$ cat src/rtl/div_sched_if.sv
// Request/response bundle for the shared divide scheduler.
// master = requesters plus result consumer, slave = div_sched.
interface div_sched_if #(
  parameter int WIDTH = 4
);
  // A transfer happens on a rising edge where valid and ready are both high.
  // Valid never waits on ready. Payload is only meaningful while valid is high.
  // The response payload is held stable while rsp_valid is high and rsp_ready is low.
  logic [1:0]         req_valid;
  logic [1:0]         req_ready;
  logic [2*WIDTH-1:0] req_dividend;
  logic [2*WIDTH-1:0] req_divisor;
  logic               rsp_valid;
  logic               rsp_ready;
  logic               rsp_id;
  logic [WIDTH-1:0]   rsp_quotient;
  logic [WIDTH-1:0]   rsp_remainder;
  logic               rsp_error;

  modport master (
    output req_valid, req_dividend, req_divisor, rsp_ready,
    input  req_ready, rsp_valid, rsp_id, rsp_quotient, rsp_remainder, rsp_error
  );

  modport slave (
    input  req_valid, req_dividend, req_divisor, rsp_ready,
    output req_ready, rsp_valid, rsp_id, rsp_quotient, rsp_remainder, rsp_error
  );
endinterface

$ cat src/rtl/div_sched.sv
// Round-robin scheduler sharing one restoring divider between two requesters.
// One quotient bit per clock; a zero divisor returns the saturated all-ones error result.
module div_sched #(
  parameter int WIDTH = 4
) (
  input  logic        clk,
  input  logic        rst,
  div_sched_if.slave  bus,
  output logic        busy,
  output logic [1:0]  state_dbg
);
  localparam int CW = $clog2(WIDTH);

  typedef enum logic [1:0] {
    IDLE = 2'd0,
    CALC = 2'd1,
    DONE = 2'd2
  } state_t;

  state_t           state;
  logic             ptr;
  logic             id_r;
  logic             err_r;
  logic             valid_r;
  logic [WIDTH-1:0] q_r;
  logic [WIDTH-1:0] a_r;
  logic [WIDTH-1:0] d_r;
  logic [CW-1:0]    cnt;

  logic             gnt_any;
  logic             gnt;
  logic [WIDTH-1:0] g_dvd;
  logic [WIDTH-1:0] g_dvs;
  logic [WIDTH:0]   p;
  logic [WIDTH+1:0] diff;

  // Pointer requester wins when valid, otherwise the other one.
  always_comb begin
    gnt_any = 1'b0;
    gnt     = ptr;
    if (bus.req_valid[ptr]) begin
      gnt_any = 1'b1;
      gnt     = ptr;
    end else if (bus.req_valid[~ptr]) begin
      gnt_any = 1'b1;
      gnt     = ~ptr;
    end
  end

  assign g_dvd = gnt ? bus.req_dividend[2*WIDTH-1:WIDTH] : bus.req_dividend[WIDTH-1:0];
  assign g_dvs = gnt ? bus.req_divisor[2*WIDTH-1:WIDTH]  : bus.req_divisor[WIDTH-1:0];

  assign bus.req_ready = (state == IDLE && !rst && gnt_any) ? (2'b01 << gnt) : 2'b00;

  // Restoring step: a borrow out of the trial subtraction means keep P.
  assign p    = {a_r, q_r[WIDTH-1]};
  assign diff = {1'b0, p} - {2'b00, d_r};

  always_ff @(posedge clk) begin
    if (rst) begin
      state   <= IDLE;
      ptr     <= 1'b0;
      id_r    <= 1'b0;
      err_r   <= 1'b0;
      valid_r <= 1'b0;
      q_r     <= '0;
      a_r     <= '0;
      d_r     <= '0;
      cnt     <= '0;
    end else begin
      case (state)
        IDLE: begin
          if (gnt_any) begin
            ptr  <= ~gnt;
            id_r <= gnt;
            cnt  <= '0;
            if (g_dvs == '0) begin
              q_r     <= '1;
              a_r     <= '1;
              err_r   <= 1'b1;
              valid_r <= 1'b1;
              state   <= DONE;
            end else begin
              q_r   <= g_dvd;
              d_r   <= g_dvs;
              a_r   <= '0;
              err_r <= 1'b0;
              state <= CALC;
            end
          end
        end
        CALC: begin
          if (!diff[WIDTH+1]) begin
            a_r <= diff[WIDTH-1:0];
            q_r <= {q_r[WIDTH-2:0], 1'b1};
          end else begin
            a_r <= p[WIDTH-1:0];
            q_r <= {q_r[WIDTH-2:0], 1'b0};
          end
          cnt <= cnt + CW'(1);
          if (cnt == CW'(WIDTH-1)) begin
            valid_r <= 1'b1;
            state   <= DONE;
          end
        end
        DONE: begin
          if (bus.rsp_ready) begin
            valid_r <= 1'b0;
            state   <= IDLE;
          end
        end
        default: state <= IDLE;
      endcase
    end
  end

  assign bus.rsp_valid     = valid_r;
  assign bus.rsp_id        = id_r;
  assign bus.rsp_quotient  = q_r;
  assign bus.rsp_remainder = a_r;
  assign bus.rsp_error     = err_r;
  assign busy              = (state != IDLE);
  assign state_dbg         = state;
endmodule

$ cat src/flat_wrapper.sv
// flat-port wrapper written by rule: the top's interface ports become plain ports
module div_sched_flat 
#(
  parameter int WIDTH = 4
)
  (clk, rst, busy, state_dbg, bus_req_valid, bus_req_dividend, bus_req_divisor, bus_rsp_ready, bus_req_ready, bus_rsp_valid, bus_rsp_id, bus_rsp_quotient, bus_rsp_remainder, bus_rsp_error);
  div_sched_if #(.WIDTH(WIDTH)) bus_i ();
  input  logic clk;
  input  logic rst;
  output logic busy;
  output logic [1:0] state_dbg;
  input wire logic [$bits(bus_i.req_valid)-1:0] bus_req_valid;
  input wire logic [$bits(bus_i.req_dividend)-1:0] bus_req_dividend;
  input wire logic [$bits(bus_i.req_divisor)-1:0] bus_req_divisor;
  input wire logic [$bits(bus_i.rsp_ready)-1:0] bus_rsp_ready;
  output wire logic [$bits(bus_i.req_ready)-1:0] bus_req_ready;
  output wire logic [$bits(bus_i.rsp_valid)-1:0] bus_rsp_valid;
  output wire logic [$bits(bus_i.rsp_id)-1:0] bus_rsp_id;
  output wire logic [$bits(bus_i.rsp_quotient)-1:0] bus_rsp_quotient;
  output wire logic [$bits(bus_i.rsp_remainder)-1:0] bus_rsp_remainder;
  output wire logic [$bits(bus_i.rsp_error)-1:0] bus_rsp_error;
  assign bus_i.req_valid = bus_req_valid;
  assign bus_i.req_dividend = bus_req_dividend;
  assign bus_i.req_divisor = bus_req_divisor;
  assign bus_i.rsp_ready = bus_rsp_ready;
  assign bus_req_ready = bus_i.req_ready;
  assign bus_rsp_valid = bus_i.rsp_valid;
  assign bus_rsp_id = bus_i.rsp_id;
  assign bus_rsp_quotient = bus_i.rsp_quotient;
  assign bus_rsp_remainder = bus_i.rsp_remainder;
  assign bus_rsp_error = bus_i.rsp_error;
  div_sched #(.WIDTH(WIDTH)) u_core (.clk(clk), .rst(rst), .bus(bus_i), .busy(busy), .state_dbg(state_dbg));
endmodule
$ cat config.mk
export PLATFORM = sky130hd
export DESIGN_NAME = div_sched_flat
export DESIGN_NICKNAME = d
export VERILOG_FILES = /design/src/rtl/div_sched_if.sv /design/src/rtl/div_sched.sv /design/src/flat_wrapper.sv
export SDC_FILE = /design/constraint.sdc
export NUM_CORES = 1
export LEC_CHECK = 0
export CAP_MARGIN = 20
export CORE_MARGIN = 5
export CORE_UTILIZATION = 30
export DETAILED_ROUTE_END_ITERATION = 16
export PLACE_DENSITY_LB_ADDON = 0.15
export SLEW_MARGIN = 20
export SYNTH_ARGS = -nofsm -noshare
export SYNTH_HDL_FRONTEND = slang
export SYNTH_SLANG_ARGS = --single-unit
$ cat constraint.sdc
create_clock -name clk -period 3.1 [get_ports clk]
set_input_delay 0.31 -clock clk [delete_from_list [all_inputs] [get_ports clk]]
set_output_delay 0.31 -clock clk [all_outputs]
set_load 0.1 [all_outputs]
==> results of run 1 <==
## worst max-delay path: stages
cell and delay (ns):
clkdlybuf4s50_1 0.53, nand2b_1 0.11, a21oi_2 0.14, buf_4 0.27, mux2i_4 0.36, a41oi_4 0.26
a2111oi_2 0.40
## cells by family after synthesis
kind of cell | after synthesis | synth area share, %
xor+xnor | 1 | 0.7115
mux | 9 | 11.48
flops | 20 | 32.52
buf+inv | 12 | 4.267
simple gates | 51 | 19.61
compound gates | 36 | 24.70
fa+ha+maj | 6 | 6.707
## cell type report
cell class              instances  share of cell area, %
multi-input cells             103                  45.51
inverters                       6                  1.302
clock buffers                   3                  2.388
clock inverters                 1                  1.737
well taps                      50                  3.618
flip-flops and latches         20                  23.15
repair buffers                 39                  22.29
## cell usage in the layout, fill, tap and decap left out, types with 4 or more instances in the layout
master	n
mux2i_1	4
nor2_1	28
mux2i_4	4
dfxtp_1	20
o21a_1	5
a21oi_1	7
a311oi_1	4
clkdlybuf4s50_1	27
ha_1	5
buf_4	10
inv_1	6
a2111oi_2	4
## synth_stat cells, drive strengths merged, types with 2 or more instances
library cell,count
o22ai,2
mux2i,8
a311oi,4
a21oi,8
nor3,3
a41oi,2
nor2b,3
clkbuf,4
a2111oi,4
o21ba,2
or3,2
or2,3
dfxtp,20
nand2b,3
buf,2
nand2,2
o21a,5
ha,5
nor2,30
o21ai,3
inv,6
nor4,3
## worst max path at each step
stage                   startpoint                         end  slack [ns]
6_report          bus_req_valid[0]  u_core.bus.rsp_quotient[0]        0.88
5_1_grt           bus_req_valid[1]               u_core.d_r[3]        0.70
4_1_cts           bus_req_valid[0]  u_core.bus.rsp_quotient[0]        0.86
3_5_place_dp      bus_req_valid[0]  u_core.bus.rsp_quotient[2]        0.60
3_3_place_gp      bus_req_valid[0]  u_core.bus.rsp_quotient[0]        0.66
2_1_floorplan  u_core.state_dbg[1]            bus_req_ready[0]       -0.11
## power by group
part           switching (mW)  internal [mW]
clock network          0.0913          0.172
logic                   0.390          0.195
registers              0.0328          0.292
## stage by stage
stage	instances	setup TNS, ns	setup WS [ns]	hold WS (ns)
after floorplan	135	-0.2128	-0.1064	0.3898
after global placement	218	0	0.6595	0.4862
after detailed placement	218	0	0.5997	0.4856
after CTS	222	0	0.8650	0.5004
after global routing	222	0	0.7023	0.5311
final	222	0	0.8758	0.4951
## state kept, by name, indices dropped and copies added, names as in the netlist
register,flops
u_core.bus.rsp_quotient,4
u_core.d_r,4
u_core.ptr,1
u_core.bus.rsp_error,1
u_core.bus.rsp_remainder,4
u_core.cnt,2
u_core.bus.rsp_id,1
u_core.state_dbg,2
u_core.bus.rsp_valid,1
## layer usage
metal / up-vias / track usage, % / wire length [µm]
li1: 569 / - / -
met1: 539 / 18.18 / 1554
met2: 30 / 19.78 / 1519
met3: 6 / 2.838 / 183
met4: 0 / 4.829 / 58
met5: - / 0 / 0
==> metrics.txt, run 1 <==
status finished, final reports clean; Worst VDD drop between 200 and 300 µV; Data arrival, critical path roughly 2.4 ns; cts repair resizes 0; WHS Path Cells 2; IO buf count 36; Post-CTS Setup Inserts 0; fin. max-slew vios 0; max frequency ~450 MHz; initial antenna violation count 0; clk root buf clkbuf_8; Final Hold Vio Count 0; Final Setup Violations 0; First DRT Iteration DRCs 43; via count 1144; Hold Crit Start u_core.bus.rsp_id; Netlist cell types 39; Hold Crit Endpoint u_core.bus.rsp_id; DIE WIDTH roughly 74 µm; count of warnings emitted by yosys 0; CTS tree built; FP Rows 23; Synth Instances between 100 and 150; critical path peak fanout 9; RSZ-0062 raised after global routing false; Power Dens Cells between 600 and 700 nW/µm²; Die Ht 74.06 µm; Total Power ~1.2 mW; Slew @ Worst Pin 0.9760 ns; Critical Path Sink Type flop; Slew HR between 30% and 40%; Yosys top cell by area dfxtp_1; Reg-to-Reg End u_core.bus.rsp_remainder[1]; Die ar. 5485 µm²; static leakage 0.6866 nW; first-pass detailed-route iteration total 4; Skew-Pair Late Insertion Delay 0.26 ns; Inserted Diodes 0; synthesis-stage register bit count 20; clock slew at reported path FFs roughly 0.080 ns; final wirelength ~3300 µm; Reg2Reg Depth 7; via density per instance approximately 5.2; Mapped Area about 1200 µm²; Num CTS Buffers 3; Worst R2R Setup Slack around 1.1 ns; ANT nets after route 0; layout cells sized above 1 between 10% and 20%; post-synth net total approximately 160; syn_area_per_cell 9.120 µm²; DR DRC count 0; Layout area overhead 40.45%; Synth area leaders dfxtp_1, nor2_1, mux2i_4; initial core utilization 30.78%; Clock Skew 0.002155 ns; # H-tree levels 1; Post-synth EDFFs 0; post-layout minimum cycle time about 2.2 ns; Hold Crit Class reg -> reg; ys flop type dfxtp_1; area of the core ~4000 µm²; CTS sink cnt 20; asr flop ratio synth 0%; Fillers around 400; post-DP HPWL 2567 µm; nets@finish 200; post-route cell area around 1700 µm²; Yosys top cell area share between 30% and 40%; Tot GR Track Use between 10% and 20%; vias in the first global route roughly 1100; first-pass GRT wire length approximately 5600 µm; Clock Tree Buf Depth 2; Multi-input gate area 787.0 µm²; placer congestion estimate between 0.7 and 0.8; Placed Area 1658 µm²; Critical Path Start Type input pin; largest net degree at the start of global routing 22; Congestion Overflow GR 0; Seq/Total Area, Yosys 32.52%; R2R Path Start u_core.bus.rsp_remainder[0]; Routed WL per cell between 10 and 15 µm; Final Cycle Share a little under three quarters; Final Util 43.23%; Worst EP required roughly 3.3 ns; WS Path Type in -> reg; sequential cell area 400.4 µm²; MaxCap Viol Count 0; io pins 37; Hold-fix buffers, CTS 0
Power figures use the tool's default switching activity.
==> run 2: changes to the inputs <==
- clock period: 3.1 -> 1.84 ns (I/O delays scaled with it)
==> run 2 against run 1 <==
- count of clock-buffer cells in the layout up 1
- total power up 74%
- register-to-register slack worse by 0.97 ns
- largest power group unchanged
- highest routed layer unchanged
==> metrics.txt, run 2 (synthesis results as in run 1) <==
status finished, final reports clean; final wirelength 3769 µm (+14%); clk root buf clkbuf_8; Skew-Pair Late Insertion Delay 0.26 ns (about the same); nets@finish 223 (+12%); Tot GR Track Use 14.32% (+1.3 points); Critical Path Start Type flop; Switching Share 45.09% (+1.3 points); via density per instance 5.094 (-1.2%); Clock Tree Buf Depth 2 (unchanged); Final Cycle Share 99.06%; # H-tree levels 1 (unchanged); Slew @ Worst Pin 0.4876 ns (-0.4884 ns); Final Setup Violations 0 (unchanged); first-pass detailed-route iteration total 4 (unchanged); Num CTS Buffers 3 (unchanged); Clk pwr share 17.2% (-5.3 points); CTS sink cnt 20 (unchanged); Internal Power 1.119 mW (+70%); post-layout minimum cycle time approximately 1.8 ns; MaxCap Viol Count 0 (unchanged); Place WS -0.4660 ns (-1.066 ns); vias in the first global route 1225 (+9.1%); Worst EP required 1.66 ns (-1.60 ns); Power Dens Cells 1023 nW/µm² (+51%); DIE WIDTH 74.06 µm (unchanged); Inserted Diodes 0 (unchanged); fin. max-slew vios 0 (unchanged); initial core utilization 30.78% (unchanged); initial antenna violation count 0 (unchanged); CP Cell Sequence or2_4 > or3_4 > nor2_4 > buf_12; post-DP HPWL 2765 µm (+7.7%); Layout area overhead 61.79%; RSZ-0062 raised after global routing true; area of the core 4000 µm² (unchanged); placer congestion estimate 0.7695 (-2.7%); ANT nets after route 0 (unchanged); CP Buf/Inv Count 1 (-1); layout cells sized above 1 39.49% (+20 points); Hold-fix buffers, CTS 0 (unchanged); commonest non-fill, non-tap cell in the layout buf_4; largest net degree at the start of global routing 22 (unchanged); Net Sw Power 0.9186 mW (+79%); Congestion Overflow GR 0 (unchanged); Placed Area 1838 µm² (+11%); Critical Path Sink Type primary output; critical path peak fanout 7 (-2); dpl cells 233 (+6.9%); Final Hold Vio Count 0 (unchanged); Crit path max-delay family simple AND/OR/NAND/NOR gates; First DRT Iteration DRCs 37 (-14%); Routed WL per cell 15.38 µm (+3.0%); Hold Crit Class reg -> reg; Min Hold Slack 0.5241 ns (+0.02905 ns); Slew HR 67.37% (+33 points); CTS tree built; first-pass GRT wire length 6044 µm (+8.8%); Die ar. 5485 µm² (unchanged); via count 1248 (+9.1%); IO buf count 36 (unchanged); final setup margin 0.01730 ns (-0.8585 ns); Data arrival, critical path 1.64 ns (-0.75 ns); Fillers 355 (-13%); register share of total power 27.0% (-0.7 points); io pins 37 (unchanged); DR DRC count 0 (unchanged); static leakage 0.8320 nW (+21%); Worst VDD drop 473.8 µV (+88%); clock slew at reported path FFs 0.08 ns (about the same); max frequency around 550 MHz; Die Ht 74.06 µm (unchanged); FP Rows 23 (unchanged); Layout Cells excl Fill 245 (+10%); Combinational Power Share 55.9% (+6.1 points); most frequent cells in the layout buf_4, nor2_1, clkdlybuf4s50_1, dfxtp_1, a21oi_1; post-route cell area 1992 µm² (+15%); CP max stage delay 0.43 ns (-0.10 ns); setup TNS 0 ns (unchanged); Slowest cell on crit path or3_4; WS Path Type reg -> out; Clock Skew 0.004278 ns (+0.002123 ns)
## run 2: cell count changes in the layout (fill, tap and decap cells not counted), moves of 5 or more
cell / change
clkdlybuf4s50_1: -9
dfxtp_4: +5
buf_4: +27
dfxtp_1: -7
## run 2: tightest hold or removal path, cell delays in order (launching register included)
cell	delay, ns
dfxtp_2	0.34
nor2_1	0.10
nor4_1	0.05
## run 2: area by class of cell
class                      instances  area (µm²)  area share (%)
sequential                        20       421.7           21.17
clock buffer                       4       55.05           2.764
multi-input combinational        104       874.6           43.91
timing repair buffer              61       555.5           27.89
inverter                           6       22.52           1.131
tap                               50       62.56           3.141
## run 2: power by group through the flow
stage / logic (mW) / registers [mW] / clock network [mW]
detailed placement: 1.09 / 0.560 / 0
global route: 1.21 / 0.561 / 0.377
CTS: 1.12 / 0.552 / 0.360
global placement: 1.08 / 0.560 / 0
floorplan: 0.469 / 0.861 / 0
finish: 1.14 / 0.550 / 0.349
## run 2: timing repair
item                       in CTS  in global routing
cloned                          1                  0
buffers inserted                3                  4
resized for setup               4                  4
pin swaps                       6                  6
setup endpoints to repair      16                  7
## run 2: final timing paths
kind / from / end / slack, ns / depth (start not counted)
min reg2reg: u_core.bus.rsp_remainder[3] / u_core.bus.rsp_remainder[3] / 0.52 / 2
min: u_core.bus.rsp_remainder[3] / u_core.bus.rsp_remainder[3] / 0.52 / 2
max reg2reg: u_core.ptr / u_core.bus.rsp_quotient[2] / 0.09 / 5
max: u_core.state_dbg[1] / bus_req_ready[0] / 0.02 / 4
## run 2: layer usage
metal	part of all wire, %	vias to the layer above	track usage, %	wire length (µm)
li1	-	620	-	-
met1	45	603	18.84	1706
met2	50	21	23.33	1882
met3	4.0	4	2.973	152
met4	0.74	0	4.829	28
met5	0	-	0	0
## run 2: stage by stage
stage | power [mW] | utilization, %
4_1_cts | 2.027 | 48.58
6_report | 2.037 | 49.80
5_1_grt | 2.150 | 49.80
3_5_place_dp | 1.649 | 45.95
2_1_floorplan | 1.329 | -
3_3_place_gp | 1.637 | 45.95
==> variant 1, RTL diff (config.mk and constraints of run 1) <==
`WIDTH` is set to 4 in 3 places; all go to 8.
--- a/src/rtl/div_sched_if.sv
+++ b/src/rtl/div_sched_if.sv
@@ -2,5 +2,5 @@
 // master = requesters plus result consumer, slave = div_sched.
 interface div_sched_if #(
-  parameter int WIDTH = 4
+  parameter int WIDTH = 8
 );
   // A transfer happens on a rising edge where valid and ready are both high.
--- a/src/rtl/div_sched.sv
+++ b/src/rtl/div_sched.sv
@@ -2,5 +2,5 @@
 // One quotient bit per clock; a zero divisor returns the saturated all-ones error result.
 module div_sched #(
-  parameter int WIDTH = 4
+  parameter int WIDTH = 8
 ) (
   input  logic        clk,
--- a/src/flat_wrapper.sv
+++ b/src/flat_wrapper.sv
@@ -2,5 +2,5 @@
 module div_sched_flat 
 #(
-  parameter int WIDTH = 4
+  parameter int WIDTH = 8
 )
   (clk, rst, busy, state_dbg, bus_req_valid, bus_req_dividend, bus_req_divisor, bus_rsp_ready, bus_req_ready, bus_rsp_valid, bus_rsp_id, bus_rsp_quotient, bus_rsp_remainder, bus_rsp_error);
Interface: changed (resized bus_req_dividend, bus_req_divisor, bus_rsp_quotient and bus_rsp_remainder); port bits go from 37 to 61. The function was not compared with the original's and may differ.
==> variant 1 against run 1 <==
- largest cell class unchanged
- largest power group unchanged
- count of clock-buffer cells in the layout grew 4
- synthesized area up 63%
- power grew 27%
- worst setup slack lost 0.16 ns
- highest routed layer unchanged
- design area increased by 61%
- synthesized cell count grew 71%
- routed wire length is 68% higher
- critical path type unchanged
- worst hold slack got worse by 0.021 ns
- sequential cell count increased by 13
==> variant 1: results (changes against run 1) <==
stage	metric	value	unit	change
grt	grtUsageMet1	0.195		+0.0132
clock_network	worstSkewPairLatency	0.28	ns	+0.02 ns
worst_setup_path	critPathTopFamily	compound AO/OA/AOI/OAI gates		
routing	detail_route.wl_per_cell	15.2	um	+1.7%
finish	nets	337		+69%
placement	dp_cells	359		+65%
routing	first_iter_violations	77		+79%
routing	wl_met1	2760	um	+78%
min_path	hold_end	u_core.bus.rsp_error$_SDFFE_PP0P_		
logic_synthesis	yosys-top-cells-area	dfxtp_1 (33%), a211oi_2 (6.2%), ha_1 (6.2%)		
logic_synthesis	synth_cell_type_count	46		+18%
worst_setup_path	crit_path_end	u_core.bus.rsp_quotient[7]$_SDFFE_PP0P_		
logic_synthesis	synth_fa_ha_area_frac	0.0777		+0.0107
logic_synthesis	synth_nets	279		+72%
worst_setup_path	r2r_start	u_core.d_r[2]$_SDFFE_PP0P_		
worst_setup_path	reg2reg_slack	0.89	ns	-0.17 ns
worst_setup_path	arrival	2.57	ns	+0.18 ns
placement	place_ws	0.421	ns	-0.179 ns
logic_synthesis	yosys-top-cells-count	dfxtp_1 (33), nor2_1 (27), a21oi_1 (23)		
routing	wl_met2	2380	um	+56%
placement	dpl.hpwl	4290	um	+67%
grt	grt_usage	0.139		+0.00827
sta	whs	0.475	ns	-0.0205 ns
sta	relSlewSlack	0.341		-0.00647
power_and_ir_drop	ir_drop	0.223	mV	-12%
power_and_ir_drop	p_leak	1.10	nW	+60%
min_path	hp-start	u_core.bus.rsp_error$_SDFFE_PP0P_		
grt	met3_usage	0.0352		+0.00681
run_status	status	complete, no violations		
grt	grt_max_degree	18		-18%
grt	grt_pass1_vias	1921		+71%
worst_setup_path	cp-startpoint	bus_req_valid[1]		
worst_setup_path	critPathMaxStageDelay	0.55	ns	+0.02 ns
logic_synthesis	syn_inst	231		+71%
placement	place_congestion	0.770		-2.7%
routing	routed_wl	5560	um	+68%
logic_synthesis	synthMuxAreaShare	0.0846		-0.0303
worst_setup_path	crit_path_max_fanout	11		+2
-- variant 1: cell families (layout without fill, tap and decap cells) --
| logic type | Yosys count | after routing |
|---|---|---|
| adders and majority gates | 12 | 12 |
| AOI/OAI and AO/OA | 76 | 76 |
| DFF | 33 | 33 |
| muxes | 16 | 16 |
| buffers and inverters | 28 | 86 |
| xor gates and xnor gates | 5 | 5 |
| and+or+nand+nor | 61 | 61 |
-- variant 1: cell type report --
class / instances / area, sq um
clock buffers: 7 / 86.3
fillers: 643 / 3640
flip-flops and latches: 33 / 663
inverters: 12 / 45.0
repair buffers: 67 / 641
well taps: 77 / 96.3
multi-input cells: 170 / 1250
-- variant 1: power by group --
part / leakage [nW] / switching, mW / internal [mW] / total (mW)
sequential: 0.273 / 0.0365 / 0.466 / 0.502
combinational: 0.784 / 0.425 / 0.231 / 0.655
clock: 0.0443 / 0.151 / 0.176 / 0.327
total: 1.10 / 0.612 / 0.872 / 1.48
==> variant 2, RTL diff (settings of run 1) <==
Made on the original files. Register the output `state_dbg` once more, with the module's reset; this adds one clock of latency there. The other outputs are not delayed to match.
--- a/src/rtl/div_sched.sv
+++ b/src/rtl/div_sched.sv
@@ -121,5 +121,11 @@
   assign bus.rsp_error     = err_r;
   assign busy              = (state != IDLE);
-  assign state_dbg         = state;
+  always_ff @(posedge clk) begin
+    if (rst) begin
+      state_dbg <= '0;
+    end else begin
+      state_dbg <= state;
+    end
+  end
 endmodule
 
Behaviour: not the same (Yosys sat finds a counterexample within 4 cycles, from zero or initial values and one cycle with rst high).
==> variant 2 against run 1 <==
- worst hold slack worse by 0.011 ns
- synthesized area up 2.1%
- final cell count rose by 3.6%
- sequential cell count rose by 2
- routed wire length rose by 0.12%
- design area down 0.51%
- global-route usage shrank 0.71 points
- power rose by 21%
- synthesized cell count increased by 8.9%
- worst setup slack better by 0.030 ns
- clock skew rose by 0.0026 ns
- combinational power rose by 28%
- highest routed layer unchanged
==> variant 2: results (changes against run 1) <==
stage	metric	value	unit	change
run_status	status	complete, no violations		
routing	firstDrtPassIters	4		unchanged
routing	vias	1181		+3.2%
placement	place_congestion	0.744		-6.0%
floorplan	fp.dieW	74.7	um	+0.92%
grt	grt_usage	0.124		-0.00714
routing	routed_wl	3320	um	+0.12%
grt	grt_max_degree	20		-9.1%
logic_synthesis	syn_avg_cell_area	8.55	sq um	-6.2%
logic_synthesis	synth_nets	174		+7.4%
power_and_ir_drop	p_leak	0.650	nW	-5.3%
worst_setup_path	cp-startpoint	bus_req_valid[1]		
logic_synthesis	synth_cell_type_count	40		+2.6%
sta	fin_worst_skew	0.00480	ns	+0.00265 ns
placement	dp_cells	226		+3.7%
logic_synthesis	yosys-top-cells-count	dfxtp_1 (22), o21ai_0 (16), a21oi_1 (11)		
logic_synthesis	netlist.area_leader.share	0.350		+0.0250
finish	nets	208		+4.0%
placement	place_ws	0.588	ns	-0.0118 ns
placement	dpl.hpwl	2600	um	+1.4%
grt	grt_pass1_vias	1128		+0.45%
power_and_ir_drop	p_sw	671	uW	+31%
sta	tightest_slew	0.999	ns	+0.0231 ns
routing	first_iter_violations	26		-40%
logic_synthesis	synth_seq_area_share	0.350		+0.0250
min_path	hp-start	u_core.cnt[1]$_SDFFE_PP0P_		
logic_synthesis	yosys-top-cells-area	dfxtp_1 (35%), mux2i_1 (7.2%), o21ai_0 (6.4%)		
grt	grt_pass1_wl	5220	um	-6.0%
power_and_ir_drop	ir_drop	0.361	mV	+43%
routing	detail_route.wl_per_cell	14.4	um	-3.4%
-- variant 2: cell families after synthesis --
logic type	share of synthesized area
AOI/OAI and AO/OA	0.242
xor gates and xnor gates	0.00697
adders and majority gates	0.0746
buffers and inverters	0.0696
DFF	0.350
muxes	0.0806
and+or+nand+nor	0.176
-- variant 2: area by class of cell --
class,instances,area [sq um]
well taps,50,62.6
flip-flops and latches,22,440
repair buffers,38,355
clock buffers,3,41.3
multi-input cells,106,753
inverters,10,37.5
clock inverters,1,30.0
fillers,411,2310
-- variant 2: worst paths after layout --
kind / slack, ns / cells after the start / endpoint
min reg2reg: 0.48 / 2 / u_core.cnt[1]$_SDFFE_PP0P_
max: 0.91 / 6 / u_core.bus.rsp_valid$_SDFFE_PP0P_
min: 0.48 / 2 / u_core.cnt[1]$_SDFFE_PP0P_
max reg2reg: 1.01 / 7 / u_core.bus.rsp_remainder[1]$_SDFFE_PP0P_
-- variant 2: power by group through the flow --
stage,logic (mW),clock network [mW],registers [mW]
2_1_floorplan,0.369,0,0.614
3_3_place_gp,0.736,0,0.403
6_report,0.746,0.273,0.399
3_5_place_dp,0.751,0,0.406
4_1_cts,0.753,0.278,0.400
5_1_grt,0.795,0.291,0.408
-- variant 2: metrics by stage --
| step | cell area (sq um) | hold slack, ns | power [mW] |
|---|---|---|---|
| after floorplan | 1280 | 0.444 | 0.983 |
| after global placement | 1650 | 0.466 | 1.14 |
| after detailed placement | 1650 | 0.470 | 1.16 |
| after CTS | 1720 | 0.483 | 1.43 |
| after global routing | 1720 | 0.507 | 1.49 |
| final | 1720 | 0.484 | 1.42 |
-- variant 2: worst max-delay path, stage by stage --
cell             delay [ns]
clkdlybuf4s50_1        0.60
maj3_2                 0.42
mux2i_1                0.32
and4_1                 0.43
o21bai_4               0.08
a221oi_2               0.21
-- variant 2: per-layer routing --
layer  vias up  wire [um]  track usage
met4         0         57       0.0494
met2        33       1640        0.218
met1       546       1460        0.146
met3         5        163       0.0254
met5         -          0            0
li1        597          -            -
